<file path="src/rtl/oled_spi_tx.sv">
// SSD1351 write-only serial transmitter.
// Converts a byte-wide valid/ready stream into SPI mode-0 frames (MSB first)
// on the OLED panel pins, and generates the panel reset pulse on request.
module oled_spi_tx #(
  parameter int CLK_DIV    = 1,
  parameter int CS_CYCLES  = 1,
  parameter int RES_CYCLES = 40
) (
  input  logic       HCLK,
  input  logic       HRESETn,
  input  logic [7:0] TxData,
  input  logic       TxDnC,
  input  logic       TxValid,
  output logic       TxReady,
  input  logic       ResetReq,
  output logic       Busy,
  output logic       nRES,
  output logic       SCLK,
  output logic       SDIN,
  output logic       DnC,
  output logic       nCS
);

  function automatic int max_of(input int a, input int b);
    return (a > b) ? a : b;
  endfunction

  localparam int MAX_P = max_of(max_of(CLK_DIV, CS_CYCLES), RES_CYCLES);
  localparam int CW    = $clog2(MAX_P) + 1;

  localparam logic [CW-1:0] DIV_LAST = CW'(CLK_DIV - 1);
  localparam logic [CW-1:0] CS_LAST  = CW'(CS_CYCLES - 1);
  localparam logic [CW-1:0] RES_LAST = CW'(RES_CYCLES - 1);
  localparam logic [CW-1:0] CNT_ONE  = CW'(1);

  typedef enum logic [2:0] {
    RES_LOW  = 3'd0,
    IDLE     = 3'd1,
    CS_SETUP = 3'd2,
    PH_LOW   = 3'd3,
    PH_HIGH  = 3'd4,
    CS_HOLD  = 3'd5
  } state_t;

  state_t        state_q, state_d;
  logic [CW-1:0] cnt_q, cnt_d;
  logic [2:0]    bit_q, bit_d;
  logic [7:0]    sh_q, sh_d;
  logic          nres_q, nres_d;
  logic          sclk_q, sclk_d;
  logic          sdin_q, sdin_d;
  logic          dnc_q, dnc_d;
  logic          ncs_q, ncs_d;
  logic          busy_q, busy_d;
  logic          tx_ready;
  logic          accept;

  // Ready in IDLE, or in the last high phase of bit 0 when a follow-on byte is offered.
  always_comb begin
    tx_ready = 1'b0;
    case (state_q)
      IDLE:    tx_ready = !ResetReq;
      PH_HIGH: tx_ready = (cnt_q == DIV_LAST) && (bit_q == 3'd0) && TxValid && !ResetReq;
      default: tx_ready = 1'b0;
    endcase
  end

  assign accept  = TxValid && tx_ready;
  assign TxReady = tx_ready;

  // Next-state and registered-output computation.
  always_comb begin
    state_d = state_q;
    cnt_d   = cnt_q;
    bit_d   = bit_q;
    sh_d    = sh_q;
    nres_d  = nres_q;
    sclk_d  = sclk_q;
    sdin_d  = sdin_q;
    dnc_d   = dnc_q;
    ncs_d   = ncs_q;
    case (state_q)
      RES_LOW: begin
        nres_d = 1'b0;
        ncs_d  = 1'b1;
        sclk_d = 1'b0;
        if (cnt_q == RES_LAST) begin
          state_d = IDLE;
          cnt_d   = '0;
          nres_d  = 1'b1;
        end else begin
          cnt_d = cnt_q + CNT_ONE;
        end
      end
      IDLE: begin
        sclk_d = 1'b0;
        ncs_d  = 1'b1;
        if (ResetReq) begin
          // A pending reset request wins over an offered byte.
          state_d = RES_LOW;
          cnt_d   = '0;
          nres_d  = 1'b0;
        end else if (accept) begin
          state_d = CS_SETUP;
          cnt_d   = '0;
          ncs_d   = 1'b0;
          dnc_d   = TxDnC;
          sdin_d  = TxData[7];
          sh_d    = TxData;
          bit_d   = 3'd7;
        end
      end
      CS_SETUP: begin
        if (cnt_q == CS_LAST) begin
          state_d = PH_LOW;
          cnt_d   = '0;
        end else begin
          cnt_d = cnt_q + CNT_ONE;
        end
      end
      PH_LOW: begin
        if (cnt_q == DIV_LAST) begin
          state_d = PH_HIGH;
          cnt_d   = '0;
          sclk_d  = 1'b1;
        end else begin
          cnt_d = cnt_q + CNT_ONE;
        end
      end
      PH_HIGH: begin
        if (cnt_q == DIV_LAST) begin
          cnt_d  = '0;
          sclk_d = 1'b0;
          if (bit_q != 3'd0) begin
            // Next bit goes out together with the falling edge.
            bit_d   = bit_q - 3'd1;
            sh_d    = {sh_q[6:0], 1'b0};
            sdin_d  = sh_q[6];
            state_d = PH_LOW;
          end else if (accept) begin
            // Back-to-back byte: keep nCS low and skip the setup phase.
            sh_d    = TxData;
            sdin_d  = TxData[7];
            dnc_d   = TxDnC;
            bit_d   = 3'd7;
            state_d = PH_LOW;
          end else begin
            state_d = CS_HOLD;
          end
        end else begin
          cnt_d = cnt_q + CNT_ONE;
        end
      end
      CS_HOLD: begin
        sclk_d = 1'b0;
        if (cnt_q == CS_LAST) begin
          state_d = IDLE;
          cnt_d   = '0;
          ncs_d   = 1'b1;
        end else begin
          cnt_d = cnt_q + CNT_ONE;
        end
      end
      default: begin
        state_d = RES_LOW;
        cnt_d   = '0;
        nres_d  = 1'b0;
        ncs_d   = 1'b1;
        sclk_d  = 1'b0;
      end
    endcase
    busy_d = (state_d != IDLE);
  end

  // Control state and pin registers; reset aborts any transfer immediately.
  always_ff @(posedge HCLK) begin
    if (!HRESETn) begin
      state_q <= RES_LOW;
      cnt_q   <= '0;
      nres_q  <= 1'b0;
      sclk_q  <= 1'b0;
      sdin_q  <= 1'b0;
      dnc_q   <= 1'b0;
      ncs_q   <= 1'b1;
      busy_q  <= 1'b1;
    end else begin
      state_q <= state_d;
      cnt_q   <= cnt_d;
      nres_q  <= nres_d;
      sclk_q  <= sclk_d;
      sdin_q  <= sdin_d;
      dnc_q   <= dnc_d;
      ncs_q   <= ncs_d;
      busy_q  <= busy_d;
    end
  end

  // Shift data and bit index; only meaningful while a byte is in flight.
  always_ff @(posedge HCLK) begin
    sh_q  <= sh_d;
    bit_q <= bit_d;
  end

  assign Busy = busy_q;
  assign nRES = nres_q;
  assign SCLK = sclk_q;
  assign SDIN = sdin_q;
  assign DnC  = dnc_q;
  assign nCS  = ncs_q;

endmodule

</file>
<file path="config.mk">
export PLATFORM = sky130hd
export DESIGN_NAME = oled_spi_tx
export DESIGN_NICKNAME = d
export VERILOG_FILES = /design/src/rtl/oled_spi_tx.sv
export SDC_FILE = /design/constraint.sdc
export NUM_CORES = 1
export LEC_CHECK = 0
export BUFFER_PORTS_ARGS = -buffer_cell sky130_fd_sc_hd__buf_2
export CORE_UTILIZATION = 32
export DETAILED_ROUTE_END_ITERATION = 8
export SETUP_SLACK_MARGIN = 0.4
export SLEW_MARGIN = 10
export SYNTH_ARGS = -nofsm -noshare
export SYNTH_HDL_FRONTEND = slang
export SYNTH_SLANG_ARGS = --single-unit
</file>
<file path="constraint.sdc">
create_clock -name HCLK -period 2.9 [get_ports HCLK]
set_input_delay 0.145 -clock HCLK [delete_from_list [all_inputs] [get_ports HCLK]]
set_output_delay 0.145 -clock HCLK [all_outputs]
set_load 0.02 [all_outputs]
</file>
==> results of run 1 <==
## power by group through the flow
stage	clock network [mW]	registers [mW]	logic [mW]
CTS	0.219	0.383	0.0450
global route	0.235	0.383	0.0506
global placement	0	0.391	0.0443
finish	0.213	0.383	0.0448
detailed placement	0	0.391	0.0450
floorplan	0	0.390	0.0280
## area by class of cell
cell class | instances | area, sq um | share of cell area, %
tap | 52 | 65.1 | 3.89
sequential | 26 | 621 | 37.1
timing repair buffer | 20 | 103 | 6.13
clock buffer | 4 | 45.0 | 2.69
inverter | 7 | 26.3 | 1.57
multi-input combinational | 127 | 813 | 48.6
## per-stage QoR
step                hold slack (ns)  cell area (sq um)  setup slack [ns]  instances
global route                  0.113               1670             0.434        236
finish                        0.118               1670             0.610        236
CTS                           0.112               1670             0.623        236
floorplan                     0.292               1520             0.849        169
detailed placement            0.398               1630             0.620        232
global placement              0.401               1630             0.715        232
## per-layer routing
| layer | share of wire [%] | vias up | wire [microns] |
|---|---|---|---|
| met5 | 0 | - | 0 |
| met4 | 0.82 | 0 | 27 |
| met3 | 3.2 | 2 | 105 |
| met1 | 52 | 598 | 1720 |
| li1 | - | 655 | - |
| met2 | 44 | 26 | 1460 |
## state kept, by name (all words and copies together), names as in the netlist
name	flops
cnt_q	7
SCLK	1
bit_q	3
nRES	1
state_q	3
SDIN	1
DnC	1
Busy	1
sh_q	7
nCS	1
## worst max path at each step
stage	from	endpoint	slack [ns]	depth (start not counted)
after detailed placement	cnt_q[6]$_SDFFE_PN0P_	sh_q[1]$_DFFE_PP_	0.62	5
after floorplan	cnt_q[6]$_SDFFE_PN0P_	sh_q[2]$_DFFE_PP_	0.85	7
after global routing	cnt_q[3]$_SDFFE_PN0P_	TxReady	0.43	6
final	cnt_q[6]$_SDFFE_PN0P_	TxReady	0.61	6
after CTS	cnt_q[6]$_SDFFE_PN0P_	TxReady	0.62	6
after global placement	cnt_q[6]$_SDFFE_PN0P_	sh_q[6]$_DFFE_PP_	0.71	5
## cell usage after synthesis, drive strengths merged (4+ instances only)
cell and number:
dfxtp 16, o21ai 15, nor2 14, nand2 13, a21oi 11, edfxtp 10, mux2i 8, nor3 7
inv 6, and3 5, clkbuf 5, a211oi 4, buf 4, ha 4, nand2b 4, nand3 4
nor2b 4, nor4 4
## worst min-delay path: stages
cell and delay (ns):
buf_2 0.08, mux2i_1 0.05, nor2_1 0.07
## kinds of logic after synthesis
kind of cell	Yosys count	share of synthesized area, %
muxes	8	5.28
and+or+nand+nor	65	23.1
DFF	26	40.9
buffers and inverters	16	5.52
AOI/OAI and AO/OA	48	20.8
adders and majority gates	4	3.30
xor gates and xnor gates	2	1.15
## cell usage in the layout, fill, tap and decap left out, drive strengths merged, types with 2 or more instances in the layout
cell / synthesis / final
nor2: 14 / 14
o21ai: 15 / 15
a21oi: 11 / 11
a211oi: 4 / 4
nand3: 4 / 4
xnor2: 2 / 2
and3: 5 / 5
nor3: 7 / 7
nor2b: 4 / 4
edfxtp: 10 / 10
nand2b: 4 / 4
or3: 3 / 3
clkbuf: 5 / 4
a21o: 3 / 3
dfxtp: 16 / 16
mux2i: 8 / 8
ha: 4 / 4
inv: 6 / 6
nand2: 13 / 13
a311oi: 3 / 3
buf: 4 / 20
nor4: 4 / 4
==> out/qor.csv, run 1 <==
stage,metric,value,unit
finish,drive_gt1_share,15.8,%
setup_path,critPathLaunchType,register,
logic_synthesis,avgSynthCellArea,8.98,sq um
logic_synthesis,synth-edff-count,10,
setup_path,endpoint_kind,output port,
floorplanning,die_height,70.9,microns
clock_network,htree_num_levels,1,
global_route,grt-busiest-layer,met2,
pwr,p_seq_share,59.7,%
min_path,hold_start,TxDnC,
logic_synthesis,ys.flop_type,dfxtp_1,
setup_path,reg2reg_to,sh_q[1]$_DFFE_PP_,
global_route,grt-ovfl-total,0,
logic_synthesis,syn-cell-area,0.00152,sq mm
finish,nets,202,
finish,diodes,0,
clock_network,cts_resized,0,
pwr,clkPwrFrac,33.3,%
clock_network,cts_buffers,3,
floorplanning,die-area,0.00502,sq mm
global_route,antenna_found_initial,0,
floorplanning,die_w,70.9,microns
logic_synthesis,yosysTopAreaCell,dfxtp_1,
pwr,p_sw,0.146,mW
logic_synthesis,netlist_instances,169,
logic_synthesis,synthArstFlopShare,0,%
logic_synthesis,ys_types,48,
pwr,intPower,0.495,mW
clock_network,max-clock-path-buffers,2,
timing,skew,0.0119,ns
timing,finalHoldViolCount,0,
setup_path,cp_slowest_cell,nor4_1,
placed_design,port-buffer-count,19,
drt,vias_per_cell,5.43,
pwr,p_leak,0.644,nW
min_path,hold_class,in -> reg,
pwr,combPwrFrac,7.0,%
flow_run,max-cap-violations,0,
pwr,power_density,383,mW/mm^2
floorplanning,pin_count,20,
global_route,grt_use_total,14.0,%
clock_network,clk_latency,0.27,ns
clock_network,postCtsSetupBuffers,0,
pwr,ir_drop,0.178,mV
finish,final_util,37.6,%
logic_synthesis,netlist_top_cells_area,"dfxtp_1 (21%), edfxtp_1 (20%), mux2i_1 (5.3%), a21oi_1 (3.6%), nor2_1 (3.5%)",
drt,vias,1281,
logic_synthesis,synth_seq_cells,26,
timing,tns,0,ns
timing,max_slew_margin,61.0,%
setup_path,critical_path.cell_chain,or3_1 -> nor4_1 -> and3_1 -> a21oi_1 -> nor2_1 -> buf_2,
setup_path,path_delay_family,simple AND/OR/NAND/NOR gates,
pwr,p_sw_share,22.8,%
pwr,total_power,0.641,mW
global_route,grt_max_degree,19,
finish,syn2layout_area_growth,10.2,%
logic_synthesis,yosys_warnings,0,
drt,avgRoutedWirePerCell,14.0,microns
drt,drtIter0Drc,89,
timing,rsz0062_at_grt,false,
floorplanning,coreArea,0.00444,sq mm
clock_network,cts_tree,done,
run_status,status,finished clean,
setup_path,path_max_fanout,5,
setup_path,cp.required,2.76,ns
drt,drtAntennaViolNets,0,
timing,max_freq,0.437,GHz
global_route,grt_pass1_wl,5680,microns
timing,worst_slew_pin_slew,0.584,ns
logic_synthesis,syn_nets,186,
floorplanning,start_util,34.1,%
floorplanning,row_count,24,
min_path,hold_depth,3,
clock_network,path_clk_slew,0.08,ns
logic_synthesis,synth_top_area_share,21.1,%
setup_path,crit_type,reg -> out,
setup_path,reg2reg_depth,5,
global_route,grtUsageMet1,19.5,%
placed_design,hpwlAfterDp,2360,microns
global_route,grtUsageMet2,22.1,%
drt,drt_first_pass_iters,6,
clock_network,cts-root-buf,clkbuf_8,
logic_synthesis,yosysSeqAreaShare,40.9,%
timing,slew_viol_final,0,
clock_network,cts_sinks,26,
setup_path,crit_buf_inv,1,
finish,fillCellCount,464,
setup_path,max_stage_delay,0.52,ns
setup_path,cp_data_arrival_time,2.15,ns
min_path,hold_end,DnC$_SDFFE_PN0P_,
timing,fin_crit,2.29,ns
drt,drt-total-wl,3310,microns
clock_network,ctsHoldBuffers,0,
global_route,grt_pass1_vias,1189,
global_route,grt_use_met3,2.42,%
timing,fin_crit_sh,79.0,%
setup_path,r2r-start,cnt_q[6]$_SDFFE_PN0P_,
drt,drc,0,
timing,setup_viol,0,
setup_path,r2r_slack,0.65,ns
placed_design,gp_congestion,0.781,
(Power assumes the default switching activity.)
==> inputs of run 2 (changes only) <==
==> constraint.sdc (replaced) <==
create_clock -name HCLK -period 2.1 [get_ports HCLK]
set_input_delay 0.105 -clock HCLK [delete_from_list [all_inputs] [get_ports HCLK]]
set_output_delay 0.105 -clock HCLK [all_outputs]
set_load 0.02 [all_outputs]
==> run 2 against run 1 <==
Effect of this change:
- clock power is 100% higher
- via count is 14% higher
- power is 73% higher
- clock skew hardly changed
- critical path depth is 1 higher
- cell area is 29% higher
- final cell count is 11% higher
- utilization is 11 points higher
- worst setup slack worse by 0.44 ns
==> out/qor.csv, run 2 (synthesis results as in run 1) <==
stage,metric,value,unit,change
clock_network,path_clk_slew,0.10,ns,+0.02 ns
pwr,combPwrFrac,13.9,%,+6.9 points
finish,drive_gt1_share,43.8,%,+28 points
clock_network,cts_buffers,3,,unchanged
timing,max_freq,0.517,GHz,
timing,fin_crit,1.93,ns,
pwr,ir_drop,0.239,mV,+34%
finish,mostFrequentLayoutCells,"buf_2 (18), buf_4 (17), nand2_1 (12)",,
drt,drc,0,,unchanged
floorplanning,coreArea,0.00444,sq mm,unchanged
timing,worst_slew_pin_slew,0.339,ns,-0.245 ns
setup_path,crit_path_start,cnt_q[3]$_SDFFE_PN0P_,,
placed_design,place_ws,0.128,ns,-0.492 ns
drt,avgRoutedWirePerCell,15.8,microns,+13%
placed_design,port-buffer-count,19,,unchanged
pwr,p_seq_share,47.6,%,-12 points
setup_path,crit_type,reg -> out,,
finish,diodes,0,,unchanged
floorplanning,die-area,0.00502,sq mm,unchanged
finish,final_area,0.00216,sq mm,+29%
setup_path,critical_path.cell_chain,or3_4 -> nor4_4 -> buf_4 -> and3_1 -> a21oi_1 -> nor2_2 -> buf_6,,
pwr,power_density,514,mW/mm^2,+34%
drt,drt_first_pass_iters,6,,unchanged
min_path,hold_start,TxDnC,,
pwr,total_power,1.11,mW,+73%
floorplanning,die_height,70.9,microns,unchanged
global_route,grt-ovfl-total,0,,unchanged
floorplanning,die_w,70.9,microns,unchanged
min_path,hold_class,in -> reg,,
placed_design,hpwlAfterDp,2480,microns,+4.8%
global_route,grt_pass1_vias,1428,,+20%
drt,vias,1454,,+14%
setup_path,crit_buf_inv,2,,+1
setup_path,endpoint_kind,output port,,
timing,fin_hold_ws,0.0677,ns,-0.0506 ns
drt,drt-total-wl,4140,microns,+25%
finish,final_util,48.5,%,+11 points
placed_design,dp_cells,245,,+5.6%
global_route,grt_use_total,16.5,%,+2.6 points
pwr,clkPwrFrac,38.5,%,+5.2 points
setup_path,max_stage_delay,0.44,ns,-0.08 ns
clock_network,max-clock-path-buffers,2,,unchanged
clock_network,cts-root-buf,clkbuf_8,,
setup_path,path_delay_family,simple AND/OR/NAND/NOR gates,,
floorplanning,start_util,34.1,%,unchanged
pwr,p_sw,0.251,mW,+72%
global_route,grt_pass1_wl,6620,microns,+17%
clock_network,htree_num_levels,1,,unchanged
timing,fin_crit_sh,92.0,%,
clock_network,ctsHoldBuffers,0,,unchanged
placed_design,place_area,0.00173,sq mm,+6.2%
finish,syn2layout_area_growth,42.1,%,
timing,rsz0062_at_grt,true,,
setup_path,critPathLaunchType,register,,
setup_path,cp_slowest_cell,or3_4,,
pwr,p_sw_share,22.6,%,-0.14 points
timing,slew_viol_final,0,,unchanged
timing,setup_ws,0.167,ns,-0.442 ns
finish,largest_registers,"cnt_q (7), sh_q (7)",,
setup_path,path_max_fanout,5,,unchanged
run_status,status,finished clean,,
drt,vias_per_cell,5.55,,+2.2%
timing,setup_viol,0,,unchanged
setup_path,cp.required,2.00,ns,-0.76 ns
setup_path,r2r-start,cnt_q[3]$_SDFFE_PN0P_,,
global_route,antenna_found_initial,0,,unchanged
setup_path,r2r_slack,0.19,ns,-0.46 ns
clock_network,cts_sinks,26,,unchanged
floorplanning,pin_count,20,,unchanged
timing,skew,0.0119,ns,-0.00000390 ns
finish,final_cells,262,,+11%
global_route,grt_max_degree,18,,-1
timing,tns,0,ns,unchanged
timing,max_slew_margin,77.2,%,+16 points
pwr,p_leak,0.835,nW,+30%
floorplanning,row_count,24,,unchanged
flow_run,max-cap-violations,0,,unchanged
drt,drtAntennaViolNets,0,,unchanged
placed_design,gp_congestion,0.794,,+1.6%
setup_path,cp_data_arrival_time,1.83,ns,-0.32 ns
pwr,intPower,0.859,mW,+73%
finish,final_common_cell,buf_2,,
finish,nets,228,,+13%
clock_network,clk_latency,0.28,ns,about the same
drt,drtIter0Drc,54,,-39%
clock_network,cts_tree,done,,
timing,finalHoldViolCount,0,,unchanged
[run 2: repair_timing]
action	in CTS	in global routing
cloned	1	1
endpoints found under the setup margin	32	34
pin swaps	11	16
buffers inserted	4	7
gates resized for setup	33	30
[run 2: path summary, 6_finish.rpt]
kind / depth (start not counted) / endpoint
max: 7 / TxReady
min: 3 / DnC$_SDFFE_PN0P_
max reg2reg: 6 / Busy$_SDFF_PN1_
min reg2reg: 2 / SCLK$_SDFFE_PN0P_
[run 2: power by group through the flow]
stage                     Combinational [mW]  Sequential, mW  Clock (mW)
after floorplan                       0.0387           0.539           0
after detailed placement              0.0708           0.540           0
final                                  0.154           0.528       0.427
after global placement                0.0716           0.540           0
after global routing                   0.164           0.529       0.452
after CTS                              0.112           0.529       0.432
[run 2: layout make-up]
type                    instances  area, sq um
inverters                       7         26.3
clock buffers                   3         41.3
clock inverters                 1         30.0
flip-flops and latches         26          632
well taps                      52         65.1
fillers                       421         2290
multi-input cells             129         1040
repair buffers                 44          319
[run 2: metal layers]
layer | share of wire, % | GRT usage, %
met1 | 46 | 21.4
met2 | 49 | 26.9
met3 | 3.6 | 3.28
met4 | 1.9 | 7.11
met5 | 0 | 0
[run 2: tightest hold or removal path: cells and delay by family]
kind          cells  cell delay (ns)
buf+inv           1             0.08
simple gates      1             0.08
mux               1             0.06
==> inputs of run 3 (changes only) <==
--- a/config.mk
+++ b/config.mk
@@ -8,6 +8,7 @@
 export BUFFER_PORTS_ARGS = -buffer_cell sky130_fd_sc_hd__buf_2
 export CORE_UTILIZATION = 32
 export DETAILED_ROUTE_END_ITERATION = 8
+export REMOVE_ABC_BUFFERS = 1
 export SETUP_SLACK_MARGIN = 0.4
 export SLEW_MARGIN = 10
 export SYNTH_ARGS = -nofsm -noshare
==> run 3 against run 2 <==
Effect of this change:
- sequential cell count unchanged
- maximum frequency fell by 0.94%
- sequential share of layout area rose by 0.54 points
- first-iteration DRC count is 65% higher
- non-clock buffer count increased by 2
- routed wire length is 4.0% lower
- clock power barely moved
- cell area down 2.8%
- critical path type is now reg -> reg
- critical endpoint is now Busy$_SDFF_PN1_
- largest cell class unchanged
- largest power group unchanged
==> out/qor.csv, run 3 (synthesis results as in run 1) <==
stage,metric,value,unit,change
drt,vias_per_cell,5.62,,+1.3%
pwr,p_seq_share,49.1,%,+1.5 points
pwr,p_sw_share,21.9,%,-0.75 points
finish,diodes,0,,unchanged
drt,drc,0,,unchanged
drt,drtIter0Drc,89,,+65%
clock_network,max-clock-path-buffers,2,,unchanged
placed_design,gp_congestion,0.826,,+4.0%
placed_design,dp_cells,243,,-0.82%
pwr,total_power,1.08,mW,-2.8%
placed_design,place_ws,-0.0000818,ns,-0.128 ns
min_path,hold_class,in -> reg,,
clock_network,cts_sinks,26,,unchanged
clock_network,path_clk_slew,0.10,ns,about the same
min_path,hold_start,TxDnC,,
setup_path,cp.required,2.27,ns,+0.27 ns
floorplanning,pin_count,20,,unchanged
placed_design,hpwlAfterDp,2440,microns,-1.4%
timing,rsz0062_at_grt,true,,
timing,setup_ws,0.149,ns,-0.0184 ns
finish,syn2layout_area_growth,38.2,%,
timing,skew,0.00363,ns,-0.00827 ns
setup_path,path_max_fanout,4,,-1
timing,finalHoldViolCount,0,,unchanged
setup_path,max_stage_delay,0.43,ns,about the same
floorplanning,die_w,70.9,microns,unchanged
floorplanning,coreArea,0.00444,sq mm,unchanged
placed_design,port-buffer-count,19,,unchanged
finish,final_area,0.00210,sq mm,-2.8%
setup_path,r2r_slack,0.15,ns,-0.04 ns
setup_path,endpoint_kind,register,,
clock_network,cts_buffers,3,,unchanged
drt,avgRoutedWirePerCell,15.1,microns,-4.4%
setup_path,r2r-start,cnt_q[3]$_SDFFE_PN0P_,,
timing,slew_viol_final,0,,unchanged
global_route,grt_pass1_vias,1395,,-2.3%
drt,drtAntennaViolNets,0,,unchanged
clock_network,cts_tree,done,,
min_path,hold_depth,3,,unchanged
setup_path,reg2reg_depth,6,,unchanged
floorplanning,start_util,34.1,%,unchanged
placed_design,place_area,0.00172,sq mm,-0.36%
drt,drt-total-wl,3970,microns,-4.0%
global_route,grt_pass1_wl,6660,microns,+0.62%
finish,final_cells,263,,+0.38%
pwr,power_density,514,mW/mm^2,about the same
setup_path,critPathLaunchType,register,,
clock_network,cts-root-buf,clkbuf_8,,
clock_network,htree_num_levels,1,,unchanged
run_status,status,finished clean,,
flow_run,max-cap-violations,0,,unchanged
min_path,hold_end,DnC$_SDFFE_PN0P_,,
drt,drt_first_pass_iters,7,,+1
finish,nets,229,,+0.44%
timing,max_slew_margin,68.3,%,-9.0 points
timing,worst_slew_pin_slew,0.475,ns,+0.135 ns
setup_path,cp_slowest_cell,or3_4,,
global_route,grt_use_total,16.7,%,+0.12 points
finish,final_common_cell,buf_2,,
global_route,grt_max_degree,18,,unchanged
floorplanning,row_count,24,,unchanged
timing,max_freq,0.513,GHz,-0.94%
finish,largest_registers,"cnt_q (7), sh_q (7)",,
global_route,antenna_found_initial,0,,unchanged
pwr,p_sw,0.236,mW,-6.1%
pwr,combPwrFrac,11.2,%,-2.7 points
setup_path,crit_type,reg -> reg,,
floorplanning,die-area,0.00502,sq mm,unchanged
finish,drive_gt1_share,36.5,%,-7.3 points
clock_network,clk_latency,0.28,ns,about the same
pwr,p_leak,0.828,nW,-0.84%
setup_path,cp_data_arrival_time,2.12,ns,+0.29 ns
floorplanning,die_height,70.9,microns,unchanged
finish,mostFrequentLayoutCells,"buf_2 (18), buf_4 (17), nor2_1 (14)",,
pwr,intPower,0.843,mW,-1.9%
setup_path,critical_path.cell_chain,or3_4 -> buf_6 -> nor4_1 -> a211oi_2 -> o221a_1 -> or3_1,,
timing,fin_hold_ws,0.0570,ns,-0.0107 ns
global_route,grt-ovfl-total,0,,unchanged
timing,fin_crit,1.95,ns,+0.0184 ns
timing,setup_viol,0,,unchanged
pwr,clkPwrFrac,39.7,%,+1.2 points
setup_path,reg2reg_to,Busy$_SDFF_PN1_,,
timing,fin_crit_sh,92.9,%,+0.88 points
drt,vias,1479,,+1.7%
pwr,ir_drop,0.252,mV,+5.6%
run 3: metal layers:
metal	wire, microns	share of wire (%)	vias up	global-route usage (%)
li1	-	-	718	-
met1	1850	47	705	23.1
met2	1890	48	52	26.3
met3	181	4.6	4	2.71
met4	43	1.1	0	6.00
met5	0	0	-	0
run 3: area by class of cell:
cell class	instances	area, sq um
Sequential cell	26	626
Timing Repair Buffer	46	367
Inverter	7	26.3
Clock buffer	3	41.3
Tap cell	52	65.1
Multi-Input combinational cell	128	942
Clock inverter	1	30.0
Fill cell	407	2350
run 3: worst max path at each step:
| stage | end | from | slack [ns] |
|---|---|---|---|
| 4_1_cts | TxReady | cnt_q[4]$_SDFFE_PN0P_ | 0.15 |
| 3_3_place_gp | sh_q[1]$_DFFE_PP_ | cnt_q[6]$_SDFFE_PN0P_ | 0.08 |
| 6_report | Busy$_SDFF_PN1_ | cnt_q[3]$_SDFFE_PN0P_ | 0.15 |
| 5_1_grt | sh_q[6]$_DFFE_PP_ | cnt_q[3]$_SDFFE_PN0P_ | 0.12 |
| 2_1_floorplan | sh_q[1]$_DFFE_PP_ | cnt_q[6]$_SDFFE_PN0P_ | 0.05 |
| 3_5_place_dp | sh_q[1]$_DFFE_PP_ | cnt_q[6]$_SDFFE_PN0P_ | -0.00008 |
run 3: timing repair:
action	in CTS	in global routing
resized for setup	28	10
endpoints found under the setup margin	32	33
gates cloned	2	0
pin swaps	11	5
setup buffers	13	1
hold buffers	0	0
run 3: stage by stage:
stage | util (%) | TNS, ns
CTS | 46.1 | 0
floorplan | - | 0
finish | 47.2 | 0
detailed placement | 38.8 | -0.0000818
global route | 47.2 | 0
global placement | 38.8 | 0
run 3: critical path, delay by kind of cell (launching register included):
kind,cells,cell delay (ns)
and+or+nand+nor,3,1.02
AOI/OAI and AO/OA,2,0.36
DFF,1,0.33
buffers and inverters,1,0.14
run 3: power groups by stage:
stage                     sequential [mW]  combinational [mW]  clock (mW)
final                               0.530               0.121       0.428
after global placement              0.540              0.0693           0
after global routing                0.531               0.130       0.450
after CTS                           0.530               0.108       0.438
after detailed placement            0.541              0.0707           0
after floorplan                     0.539              0.0364           0
